===== src/rtl/ret_shadow_stack.sv =====
// Shadow return-address stack: calls push link values, returns pop and compare.
// Define RET_SHADOW_STACK_STICKY_EN to make faults sticky until reset.
module ret_shadow_stack #(
    parameter int unsigned DEPTH = 8,
    parameter int unsigned VLEN  = 32
) (
    input  logic                       clk_i,
    input  logic                       rst_i,
    input  logic                       en_i,
    input  logic                       clr_i,
    input  logic                       debug_mode_i,
    input  logic [1:0]                 priv_lvl_i,
    input  logic                       valid_i,
    input  logic                       is_call_i,
    input  logic                       is_return_i,
    input  logic [VLEN-1:0]            link_addr_i,
    input  logic [VLEN-1:0]            ret_target_i,
    output logic                       fault_o,
    output logic [VLEN-1:0]            fault_addr_o,
    output logic [$clog2(DEPTH):0]     depth_o,
    output logic                       overflow_o
);

    localparam int unsigned PW = $clog2(DEPTH);
    localparam int unsigned CW = PW + 1;
    localparam logic [1:0]  PRIV_LVL_U = 2'b00;

`ifdef RET_SHADOW_STACK_STICKY_EN
    typedef enum logic {RUN, FAULT} state_e;
    state_e state_q, state_d;
`endif

    logic [VLEN-1:0] stack_q [DEPTH];
    logic [PW-1:0]   topPtr_q, topPtr_d;
    logic [CW-1:0]   count_q, count_d;
    logic [7:0]      lost_q, lost_d;
    logic            overflow_q, overflow_d;
    logic            fault_q, fault_d;
    logic [VLEN-1:0] faultAddr_q, faultAddr_d;

    logic            act, frozen, faultNow, isFull, isEmpty;
    logic            pushOp, popOp, swapOp;
    logic            wrEn;
    logic [PW-1:0]   wrIdx;
    logic [VLEN-1:0] topEntry;

    assign act     = valid_i & en_i & ~debug_mode_i & (priv_lvl_i == PRIV_LVL_U);
    assign pushOp  = is_call_i & ~is_return_i;
    assign popOp   = is_return_i & ~is_call_i;
    assign swapOp  = is_call_i & is_return_i;
    assign isFull  = (count_q == CW'(DEPTH));
    assign isEmpty = (count_q == '0);
    // The array is a flop bank read combinationally, so a push in cycle N is
    // already visible to a return in cycle N+1 without a separate bypass.
    assign topEntry = stack_q[topPtr_q];

`ifdef RET_SHADOW_STACK_STICKY_EN
    assign frozen = (state_q == FAULT);
`else
    assign frozen = 1'b0;
`endif

    always_comb begin
        topPtr_d    = topPtr_q;
        count_d     = count_q;
        lost_d      = lost_q;
        overflow_d  = overflow_q;
        faultNow    = 1'b0;
        wrEn        = 1'b0;
        wrIdx       = topPtr_q;
        if (!frozen) begin
            if (clr_i) begin
                topPtr_d   = '0;
                count_d    = '0;
                lost_d     = '0;
                overflow_d = 1'b0;
            end else if (act) begin
                // A swap on an empty stack has nothing to check and degrades to a push.
                if (pushOp || (swapOp && isEmpty)) begin
                    wrEn     = 1'b1;
                    wrIdx    = topPtr_q + 1'b1;
                    topPtr_d = topPtr_q + 1'b1;
                    if (isFull) begin
                        overflow_d = 1'b1;
                        if (lost_q != 8'hFF) lost_d = lost_q + 8'd1;
                    end else begin
                        count_d = count_q + 1'b1;
                    end
                end else if (popOp || swapOp) begin
                    if (!isEmpty) begin
                        faultNow = (topEntry != ret_target_i);
                        if (popOp) begin
                            topPtr_d = topPtr_q - 1'b1;
                            count_d  = count_q - 1'b1;
                        end else begin
                            wrEn = 1'b1;
                        end
                    end else if (lost_q != 8'd0) begin
                        lost_d = lost_q - 8'd1;
                    end else begin
                        faultNow = 1'b1;
                    end
                end
            end
        end
`ifdef RET_SHADOW_STACK_STICKY_EN
        fault_d = fault_q | faultNow;
        state_d = faultNow ? FAULT : state_q;
`else
        fault_d = faultNow;
`endif
        faultAddr_d = faultNow ? ret_target_i : faultAddr_q;
    end

    always_ff @(posedge clk_i) begin
        if (rst_i) begin
`ifdef RET_SHADOW_STACK_STICKY_EN
            state_q <= RUN;
`endif
            topPtr_q    <= '0;
            count_q     <= '0;
            lost_q      <= '0;
            overflow_q  <= 1'b0;
            fault_q     <= 1'b0;
            faultAddr_q <= '0;
        end else begin
`ifdef RET_SHADOW_STACK_STICKY_EN
            state_q <= state_d;
`endif
            topPtr_q    <= topPtr_d;
            count_q     <= count_d;
            lost_q      <= lost_d;
            overflow_q  <= overflow_d;
            fault_q     <= fault_d;
            faultAddr_q <= faultAddr_d;
        end
    end

    // Entry storage carries no reset; contents are meaningless until pushed.
    always_ff @(posedge clk_i) begin
        if (!rst_i && wrEn) stack_q[wrIdx] <= link_addr_i;
    end

    assign fault_o      = fault_q;
    assign fault_addr_o = faultAddr_q;
    assign depth_o      = count_q;
    assign overflow_o   = overflow_q;

endmodule


===== config.mk =====
export PLATFORM = sky130hd
export DESIGN_NAME = ret_shadow_stack
export DESIGN_NICKNAME = d
export VERILOG_FILES = /design/src/rtl/ret_shadow_stack.sv
export SDC_FILE = /design/constraint.sdc
export NUM_CORES = 1
export LEC_CHECK = 0
export ABC_CLOCK_PERIOD_IN_PS = 5400
export CORE_MARGIN = 1.5
export CORE_UTILIZATION = 52
export DETAILED_ROUTE_END_ITERATION = 12
export PLACE_DENSITY = 0.76
export SLEW_MARGIN = 40
export SYNTH_ARGS = -nofsm -noshare
export SYNTH_HDL_FRONTEND = slang
export SYNTH_SLANG_ARGS = --single-unit

===== constraint.sdc =====
create_clock -name clk_i -period 5.4 [get_ports clk_i]
set_input_delay 1.08 -clock clk_i [delete_from_list [all_inputs] [get_ports clk_i]]
set_output_delay 1.08 -clock clk_i [all_outputs]
set_load 0.05 [all_outputs]

==> flow_summary_export.csv <==
group,metric,value,unit
yosys,ys_ff_latch,308,
layout,num_antenna_cells,0,
yosys,syn_nets,845,
global_route,grt_antenna_before_repair,0,
layout,design_area,15150,sq um
layout,layout.nets,967,
power,power_density,312.9,nW/um^2
clock_tree,postCtsSetupBuffers,0,
yosys,synth-main-ff-cell,"edfxtp_1",
sta,fmax,247.9,MHz
placed_design,gp_congestion,0.8026,
die,initial_core_util,52.62,%
yosys,ys_warn_count,0,
yosys,synthCells,757,
die,ios,112,
drt,drt-total-wl,27230,microns
placed_design,dp.cells,1169,
layout,final_cells,1227,
drt,vias,7088,
global_route,grt_first_pass_wirelength,42130,microns
die,core_area,24180,sq um
power,p_total,4.739,mW
yosys,synth-edff-count,256,
global_route,grt_max_degree,40,
global_route,grt_pass1_vias,7146,
yosys,yosys.area_share.simple,5.537,%
sta,worst_hold_slack,0.4938,ns
clock_tree,clk_pin_slew_worst_paths,0.06,ns
yosys,synth_compound_area_share,5.370,%
yosys,synth_top_family_by_area,"multiplexers",
die,chipWidth,159.4,microns
critical_path,crit_fanout,26,
sta,rsz0062_at_grt,"no",
critical_path,cp_top_family,"simple AND/OR/NAND/NOR gates",
sta,skew,0.01003,ns
sta,setup_viol,0,
placed_design,post-place-ws,0.8271,ns
die,fp.dieH,159.4,microns
run,maxCapViolations,0,
worst_hold_path,hold_path.class,"reg -> reg",
yosys,synthMuxAreaShare,13.68,%
yosys,synthDominantCellAreaShare,60.42,%
sta,tightest_slew,0.7244,ns
critical_path,required,5.60,ns
yosys,ys_async_sr_fraction,0,%
sta,min_period,4.033,ns
yosys,synth.area.top_cells,"edfxtp_1, mux4_2, dfxtp_1, mux2i_1, xor2_1",
sta,fin_ws,1.367,ns
clock_tree,cts_buffer_depth,3,
outcome,status,"complete, no violations",
drt,via_per_inst,5.777,
yosys,synth_top_area_cell,"edfxtp_1",
yosys,synth_area,12720,sq um
die,rows,57,
sta,fin_crit_sh,74.69,%
placed_design,place_hpwl,16730,microns
clock_tree,ctsRootBufferMaster,"clkbuf_16",
power,cellLeakagePower,4.669,nW
drt,dr.pass1.iters,5,
drt,drc,0,
clock_tree,cts_resized,0,
sta,maxSlewHeadroom,51.71,%
clock_tree,numCtsBuffers,31,
clock_tree,cts_hold_buf,0,
clock_tree,clock_latency,0.55,ns
critical_path,cpMaxStageDelayCell,"mux2i_1",
clock_tree,htreeDepth,1,
yosys,ys_seq_area_share,68.61,%
critical_path,critPathCaptureType,"register",
yosys,synth.distinct_cells,50,
critical_path,path_cells,"clkdlybuf4s50_1, and2_1, inv_2, nor3_1, mux2i_1, nand2_1, nor2_4, buf_4",
yosys,syn_area_per_cell,16.81,sq um
placed_design,place_area,14160,sq um
drt,routedWlPerCell,22.19,microns
drt,ant_nets,0,
layout,area_growth,19.07,%
critical_path,cpPeakStageDelay,0.63,ns
layout,drive_above_1_share,18.49,%
layout,final_util,62.66,%
global_route,grt-ovfl-total,0,
sta,drv_slew,0,
clock_tree,cts_tree,"yes",
global_route,track_usage,21.81,%
yosys,synthXorXnorAreaFrac,2.823,%
power,peakVddDrop,0.1951,mV
sta,hold_viol,0,
drt,first_iter_violations,929,
sta,finalSetupTns,0,ns
placed_design,portBuffers,111,
yosys,synthAdderAreaFrac,1.495,%
critical_path,start_kind,"primary input",
critical_path,crit_buf_inv,3,
die,die_area,25410,sq um
critical_path,cp.arrival,4.23,ns
critical_path,path_class,"in -> reg",
clock_tree,cts.sinks,308,
-- where the power goes --
group          switching, mW  total [mW]  internal [mW]
clock network          0.850        2.02           1.17
logic                 0.0774       0.144         0.0669
registers            0.00161        2.57           2.57
total                  0.929        4.74           3.81
-- cell type report --
type,count,area [sq um]
Fill cell,1691,9029
Sequential cell,308,8737
Multi-Input combinational cell,399,3727
Timing Repair Buffer,129,1269
Clock buffer,39,825.8
Tap cell,324,405.4
Clock inverter,18,146.4
Inverter,10,37.54
-- per-layer routing --
| metal | GRT usage (%) | wire length (microns) | share of wire (%) | up-vias |
|---|---|---|---|---|
| li1 | - | - | - | 3212 |
| met1 | 30.40 | 11430 | 42 | 3568 |
| met2 | 36.07 | 13350 | 49 | 275 |
| met3 | 3.959 | 2038 | 7.5 | 33 |
| met4 | 5.017 | 414 | 1.5 | 0 |
| met5 | 0 | 0 | 0 | - |
-- cells in the mapped netlist, types with 3 or more instances --
master,number
mux4_2,54
mux2_2,3
a21o_1,3
nor4_1,5
nor3_1,8
ha_1,12
edfxtp_1,256
buf_1,5
xor2_1,31
nand2_1,23
nand2b_1,4
inv_1,9
a21oi_1,12
mux2i_1,49
nand3_1,40
a22oi_1,3
nor2_1,27
nor2b_1,3
a21oi_2,29
o21ai_0,9
buf_6,8
buf_8,4
a31oi_1,4
or3_1,5
dfxtp_1,52
buf_2,13
o21ai_1,30
clkbuf_1,8
nand4_1,6
and4_1,3
a211oi_1,3
xnor2_1,10
-- state kept, by name, summed over array words and instances (netlist names), named ones only --
signal        flops
topPtr_q          3
fault_o           1
overflow_o        1
fault_addr_o     32
lost_q            8
stack_q         256
depth_o           4
-- path summary, 6_finish.rpt --
kind	end	cells past startpoint	slack, ns	from
setup / recovery	stack_q[0][29]	8	1.37	is_call_i
hold / removal	fault_addr_o[17]	2	0.49	fault_addr_o[17]
setup reg to reg	stack_q[0][29]	9	1.39	depth_o[0]
hold reg to reg	fault_addr_o[17]	2	0.49	fault_addr_o[17]
-- cells in the final DEF, fill, tap and decap left out, types with 3 or more instances in the layout --
cell / instances
nor2_4: 4
edfxtp_1: 256
clkdlybuf4s50_1: 110
clkbuf_1: 6
xor2_1: 31
mux2i_1: 49
nor4_1: 5
a31oi_1: 4
inv_1: 9
clkinvlp_4: 4
mux2_2: 3
a22oi_1: 3
clkinv_1: 6
a21o_1: 3
nand4_1: 6
dfxtp_1: 49
clkinv_2: 5
a211oi_1: 3
xnor2_1: 10
or3_1: 5
a21oi_1: 12
mux4_2: 54
o21ai_1: 30
nand2b_1: 4
ha_1: 12
and4_1: 3
nor2b_1: 3
nand3_1: 40
nand2_1: 23
buf_4: 17
nor3_1: 6
nor2_1: 23
o21ai_0: 9
clkbuf_16: 31
a21oi_2: 29
-- tightest hold or removal path, cell delays in order, from the launching register on --
cell	delay [ns]
dfxtp_1	0.32
o21ai_0	0.07
a21oi_1	0.06
-- cells by family (layout without fill, tap and decap cells) --
kind of cell,Yosys count,count (layout)
AOI/OAI and AO/OA,103,103
and+or+nand+nor,135,135
buffers and inverters,50,196
muxes,106,106
xor gates and xnor gates,41,41
adders and majority gates,14,14
DFF,308,308
(Power assumes the default switching activity.)
